--- src/rtl/cpu_pkg.sv ---
// Shared definitions for the hazard controller: FSM encodings, MDU latencies
// and the hard-wired zero register number.
package cpu_pkg;

  typedef enum logic [1:0] {
    RUN    = 2'd0,
    MDBUSY = 2'd1,
    EXC    = 2'd2
  } hz_state_e;

  localparam int CNT_W   = 4;
  localparam int MUL_CYC = 5;
  localparam int DIV_CYC = 10;

  localparam logic [4:0] REG_ZERO = 5'd0;

  // The counter runs down to zero inclusive, so it is loaded with latency-1.
  function automatic logic [CNT_W-1:0] md_load_val(input logic is_div);
    return is_div ? CNT_W'(DIV_CYC - 1) : CNT_W'(MUL_CYC - 1);
  endfunction

endpackage

--- src/rtl/md_timer.sv ---
// Multiply/divide latency timer: down-counter plus busy/done flags,
// loaded when an operation starts and cleared when it is aborted.
module md_timer
  import cpu_pkg::*;
(
  input  logic clk,
  input  logic clr_n,
  input  logic load,
  input  logic load_div,
  input  logic abort,
  input  logic busy,
  output logic md_busy,
  output logic md_done,
  output logic cnt_last
);

  logic [CNT_W-1:0] cnt_q, cnt_d;

  always_comb begin
    cnt_d = cnt_q;
    if (abort) begin
      cnt_d = '0;
    end else if (load) begin
      cnt_d = md_load_val(load_div);
    end else if (busy && (cnt_q != '0)) begin
      cnt_d = cnt_q - 1'b1;
    end
  end

  always_ff @(posedge clk or negedge clr_n) begin
    if (!clr_n) begin
      cnt_q <= '0;
    end else begin
      cnt_q <= cnt_d;
    end
  end

  assign cnt_last = busy && (cnt_q == '0);
  assign md_busy  = busy;
  // An aborted operation never reports completion, even on its last cycle.
  assign md_done  = cnt_last && !abort;

endmodule

--- src/rtl/hazard_ctrl.sv ---
// Pipeline hazard controller: load-use and MDU-busy stalls, exception flush,
// and the RUN/MDBUSY/EXC sequencing that tracks the multiply/divide unit.
module hazard_ctrl
  import cpu_pkg::*;
(
  input  logic       clk,
  input  logic       clr_n,
  input  logic [4:0] id_rs,
  input  logic [4:0] id_rt,
  input  logic       id_use_rs,
  input  logic       id_use_rt,
  input  logic       id_is_md,
  input  logic [4:0] ex_rd,
  input  logic       ex_is_load,
  input  logic       md_start,
  input  logic       md_div,
  input  logic       exc_req,
  output logic       stall_f,
  output logic       stall_d,
  output logic       flush_e,
  output logic       flush_all,
  output logic       md_busy,
  output logic       md_done
);

  hz_state_e state_q, state_d;
  logic      cnt_last;
  logic      md_load;
  logic      load_use;
  logic      md_hazard;
  logic      stall_ok;
  logic      stall;

  always_comb begin
    state_d = state_q;
    unique case (state_q)
      RUN: begin
        if (exc_req)       state_d = EXC;
        else if (md_start) state_d = MDBUSY;
      end
      MDBUSY: begin
        if (exc_req)       state_d = EXC;
        else if (cnt_last) state_d = RUN;
      end
      EXC: begin
        state_d = exc_req ? EXC : RUN;
      end
      default: state_d = RUN;
    endcase
  end

  always_ff @(posedge clk or negedge clr_n) begin
    if (!clr_n) begin
      state_q <= RUN;
    end else begin
      state_q <= state_d;
    end
  end

  // A start only takes effect from RUN and loses to a same-cycle exception.
  assign md_load = (state_q == RUN) && md_start && !exc_req;

  md_timer u_md_timer (
    .clk      (clk),
    .clr_n    (clr_n),
    .load     (md_load),
    .load_div (md_div),
    .abort    (exc_req),
    .busy     (state_q == MDBUSY),
    .md_busy  (md_busy),
    .md_done  (md_done),
    .cnt_last (cnt_last)
  );

  assign load_use = ex_is_load && (ex_rd != REG_ZERO) &&
                    ((id_use_rs && (ex_rd == id_rs)) ||
                     (id_use_rt && (ex_rd == id_rt)));

  assign md_hazard = id_is_md && (md_busy || md_start);

  // Reset and exception flushing override every stall request.
  assign stall_ok  = clr_n && !exc_req && (state_q != EXC);
  assign stall     = stall_ok && (load_use || md_hazard);

  assign stall_f   = stall;
  assign stall_d   = stall;
  assign flush_e   = stall;
  assign flush_all = !clr_n || exc_req || (state_q == EXC);

endmodule

--- config.mk ---
export PLATFORM = sky130hd
export DESIGN_NAME = hazard_ctrl
export DESIGN_NICKNAME = d
export VERILOG_FILES = /design/src/rtl/cpu_pkg.sv /design/src/rtl/md_timer.sv /design/src/rtl/hazard_ctrl.sv
export SDC_FILE = /design/constraint.sdc
export NUM_CORES = 1
export LEC_CHECK = 0
export ABC_AREA = 1
export CAP_MARGIN = 0
export CELL_PAD_IN_SITES_DETAIL_PLACEMENT = 1
export CELL_PAD_IN_SITES_GLOBAL_PLACEMENT = 2
export CORE_ASPECT_RATIO = 0.6
export CORE_UTILIZATION = 26
export CTS_CLUSTER_DIAMETER = 150
export CTS_CLUSTER_SIZE = 16
export DETAILED_ROUTE_END_ITERATION = 10
export DONT_BUFFER_PORTS = 1
export GPL_TIMING_DRIVEN = 0
export PLACE_DENSITY = 0.77
export SYNTH_ARGS = -nofsm -noshare
export SYNTH_HDL_FRONTEND = slang
export SYNTH_SLANG_ARGS = --single-unit
--- constraint.sdc ---
create_clock -name clk -period 1.2 [get_ports clk]
set_input_delay 0.12 -clock clk [delete_from_list [all_inputs] [get_ports clk]]
set_output_delay 0.12 -clock clk [all_outputs]
set_load 0.03 [all_outputs]
==> run summary <==
=============================================================================
Leading cell types in the layout, fill and taps excluded ....... 31 x sky130_fd_sc_hd__nand2_1, 14 x sky130_fd_sc_hd__inv_1, 10 x sky130_fd_sc_hd__nor2_1
Worst slew slack as a fraction of its limit ....................       70.58%
Fin. max-slew vios .............................................            0
Width of the die ...............................................     67.26 um
Period Utilization, post-route .................................       160.4%
I/O pin total ..................................................           30
TritonCTS Buffers ..............................................            3
Start point of the critical path ............................... state_q[0]$_DFFE_PN0P_
Failing checks ................................................. negative setup slack
Number of distinct library cells after synthesis ...............           20
Internal reg-to-reg setup slack ................................     -0.26 ns
Total negative setup slack .....................................    -3.722 ns
Cell Rows ......................................................           13
Detail-routed net length per standard cell .....................     13.32 um
Final worst path period need ...................................     1.924 ns
Worst min-delay path class ..................................... primary input to flip-flop
Initial cell density of the core ...............................       28.97%
Post-route clock skew .......................................... 0.00004800 ns
DRC violations left ............................................            0
Die height .....................................................     41.16 um
Synth warnings .................................................            0
Wire length of the first global-routing pass ...................     3.008 mm
Total global-route track usage .................................       16.37%
Combinational Power Share ......................................        67.8%
DR pass1 iterations ............................................            4
TritonCTS clock tree ...........................................        built
Largest net degree at the start of global routing ..............            7
CP endpoint ....................................................      stall_d
Top area cells in the synthesized netlist ...................... sky130_fd_sc_hd__dfrtp_1 23%, sky130_fd_sc_hd__nand2_1 20%, sky130_fd_sc_hd__inv_1 12%
Number of standard cells in the final layout excluding fillers .          158
Mean post-synth cell area ......................................  5.880 sq um
Peak fanout along the critical path ............................            3
Leakage power ..................................................    0.5327 nW
Detailed Place HPWL ............................................     1.579 mm
Area share of the leading cell type in the synthesized netlist .       22.60%
Max-capacitance violation count ................................            0
Antenna violations before repair ...............................            0
Highest Clock Rate .............................................   0.5196 GHz
Drt total wl ...................................................     2.105 mm
Final antenna diode count ......................................            0
WS Path Type ................................................... flip-flop to primary output
Layout area overhead ...........................................       55.93%
Part of the power in the clock network .........................        15.4%
Register share of total power ..................................        16.8%
Final hold violation count .....................................            0
Worst EP arrival ...............................................      1.80 ns
PD cells ....................................................... 1902 nW/um^2
Final setup violating endpoints ................................           12
Routability-driven placement congestion ratio ..................       0.7610
Switching part of the total ....................................       43.11%
Worst Setup Slack, final .......................................   -0.7244 ns
Post-layout instance area ......................................   1036 sq um
Buffers added on ports .........................................            0
Unrepaired setup endpoints after global routing ................          yes
Clock root buffer .............................................. sky130_fd_sc_hd__clkbuf_8
Total vias in the final route ..................................          728
Element type at the critical path end .......................... primary output
Total die area .................................................   2768 sq um
Placed Instance Area ...........................................  733.2 sq um
Total Power ....................................................     1.970 mW
Cell area after synthesis ......................................  664.4 sq um
Antenna Violating Nets Remaining ...............................            0
Clock transition at path regs ..................................      0.03 ns
Commonest non-fill, non-tap cell in the layout ................. sky130_fd_sc_hd__nand2_1
Latest clock arrival within the worst-skew pair ................      0.22 ns
Path depth of the worst reg2reg path ...........................           11
Critical register-to-register path endpoint .................... u_md_timer.cnt_q[3]$_DFFE_PN0P_
Share of cells above drive strength 1 ..........................       41.41%
Worst endpoint required time ...................................      1.08 ns
Number of nets produced by synthesis ...........................          142
Post-layout nets ...............................................          159
Power dissipated by switching net loads ........................    0.8495 mW
Internal portion of total power ................................     1.121 mW
Area inside the core boundary ..................................   2293 sq um
Cell taking the most area after synthesis ...................... sky130_fd_sc_hd__dfrtp_1
Via count of the first global-routing pass .....................          655
Result of the run .............................................. finished, violations left
Sequential element share of the synthesized area ...............       22.60%
Synthesized flop and latch total ...............................            6
Startpoint type of the worst setup path ........................    flip-flop
Num Clock Sinks ................................................            6
DR iter-0 viols ................................................           14
Maximum number of buffers from clock root to sink ..............            2
Worst-margin pin slew ..........................................    0.4400 ns
Final design utilization .......................................       45.17%
Post-placement worst setup slack ...............................   -0.5222 ns
Via-to-Cell Ratio ..............................................        4.608
Worst hold margin ..............................................    0.1119 ns
Number of cells produced by synthesis ..........................          113
Placed cell count ..............................................          143
Critical register-to-register path startpoint .................. state_q[1]$_DFFE_PN0P_
Total congestion overflow ......................................            0
Largest vdd supply drop ........................................     782.7 uV
H-Tree Depth ...................................................            1
=============================================================================
==> worst min-delay path by stage <==
stage	start	end	cells past startpoint
after floorplan	clr_n	state_q[0]$_DFFE_PN0P_	0
after global placement	clr_n	u_md_timer.cnt_q[2]$_DFFE_PN0P_	0
after detailed placement	clr_n	u_md_timer.cnt_q[2]$_DFFE_PN0P_	0
final	exc_req	state_q[1]$_DFFE_PN0P_	2
after CTS	exc_req	state_q[1]$_DFFE_PN0P_	2
after global routing	exc_req	state_q[1]$_DFFE_PN0P_	2
==> critical path, cell delays in order, from the launching register on <==
cell and delay [ns]:
sky130_fd_sc_hd__dfrtp_1 0.36, sky130_fd_sc_hd__inv_2 0.05, sky130_fd_sc_hd__ha_2 0.16, sky130_fd_sc_hd__nand3b_1 0.40
sky130_fd_sc_hd__a21oi_4 0.42, sky130_fd_sc_hd__buf_6 0.19
==> flip-flops by register name, summed over array words and instances (netlist names) <==
register,count
u_md_timer.cnt_q,4
state_q,2
==> layout make-up <==
type / count / area, sq um
repair buffers: 12 / 107.6
flip-flops and latches: 6 / 150.1
plain buffers: 2 / 22.52
fillers: 288 / 1257
inverters: 28 / 120.1
clock buffers: 3 / 41.29
multi-input cells: 77 / 556.8
well taps: 30 / 37.54
==> logic make-up after synthesis <==
family / Yosys count / synth area share, %
fa+ha+maj: 5 / 9.416
compound gates: 15 / 13.56
flops: 6 / 22.60
buf+inv: 30 / 18.08
simple gates: 55 / 33.71
xor+xnor: 2 / 2.637
==> synthesized netlist by cell type (all sizes together) <==
| library cell | instances |
|---|---|
| a211oi | 1 |
| a21oi | 6 |
| buf | 2 |
| dfrtp | 6 |
| ha | 5 |
| inv | 28 |
| nand2 | 36 |
| nand3 | 6 |
| nand3b | 1 |
| nor2 | 11 |
| nor3 | 1 |
| o21ai | 6 |
| o22ai | 1 |
| o32ai | 1 |
| xor2 | 2 |
==> power by group through the flow <==
stage	clock network, mW	logic [mW]	registers (mW)
2_1_floorplan	0	0.531	0.321
3_3_place_gp	0	0.629	0.328
3_5_place_dp	0	0.650	0.331
4_1_cts	0.302	1.04	0.329
5_1_grt	0.326	1.45	0.342
6_report	0.303	1.34	0.331
==> layer usage <==
metal | share of wire (%) | routed length (um) | vias to the layer above | global-route usage [%]
met5 | 0 | 0 | - | 0
met4 | 0.52 | 11 | 0 | 6.383
met3 | 7.1 | 150 | 3 | 5.278
met2 | 44 | 924 | 28 | 24.25
met1 | 48 | 1019 | 328 | 22.04
li1 | - | - | 369 | -
==> timing repair <==
action                                  4_1_cts  5_1_grt
endpoints found under the setup margin       11       11
endpoints found under the hold margin         6        0
hold buffers                                  1        0
cloned                                        0        0
resized for setup                            26       19
pin swaps                                    12       11
buffers inserted                              8        4
No activity file was read; power rests on OpenSTA's default activity.
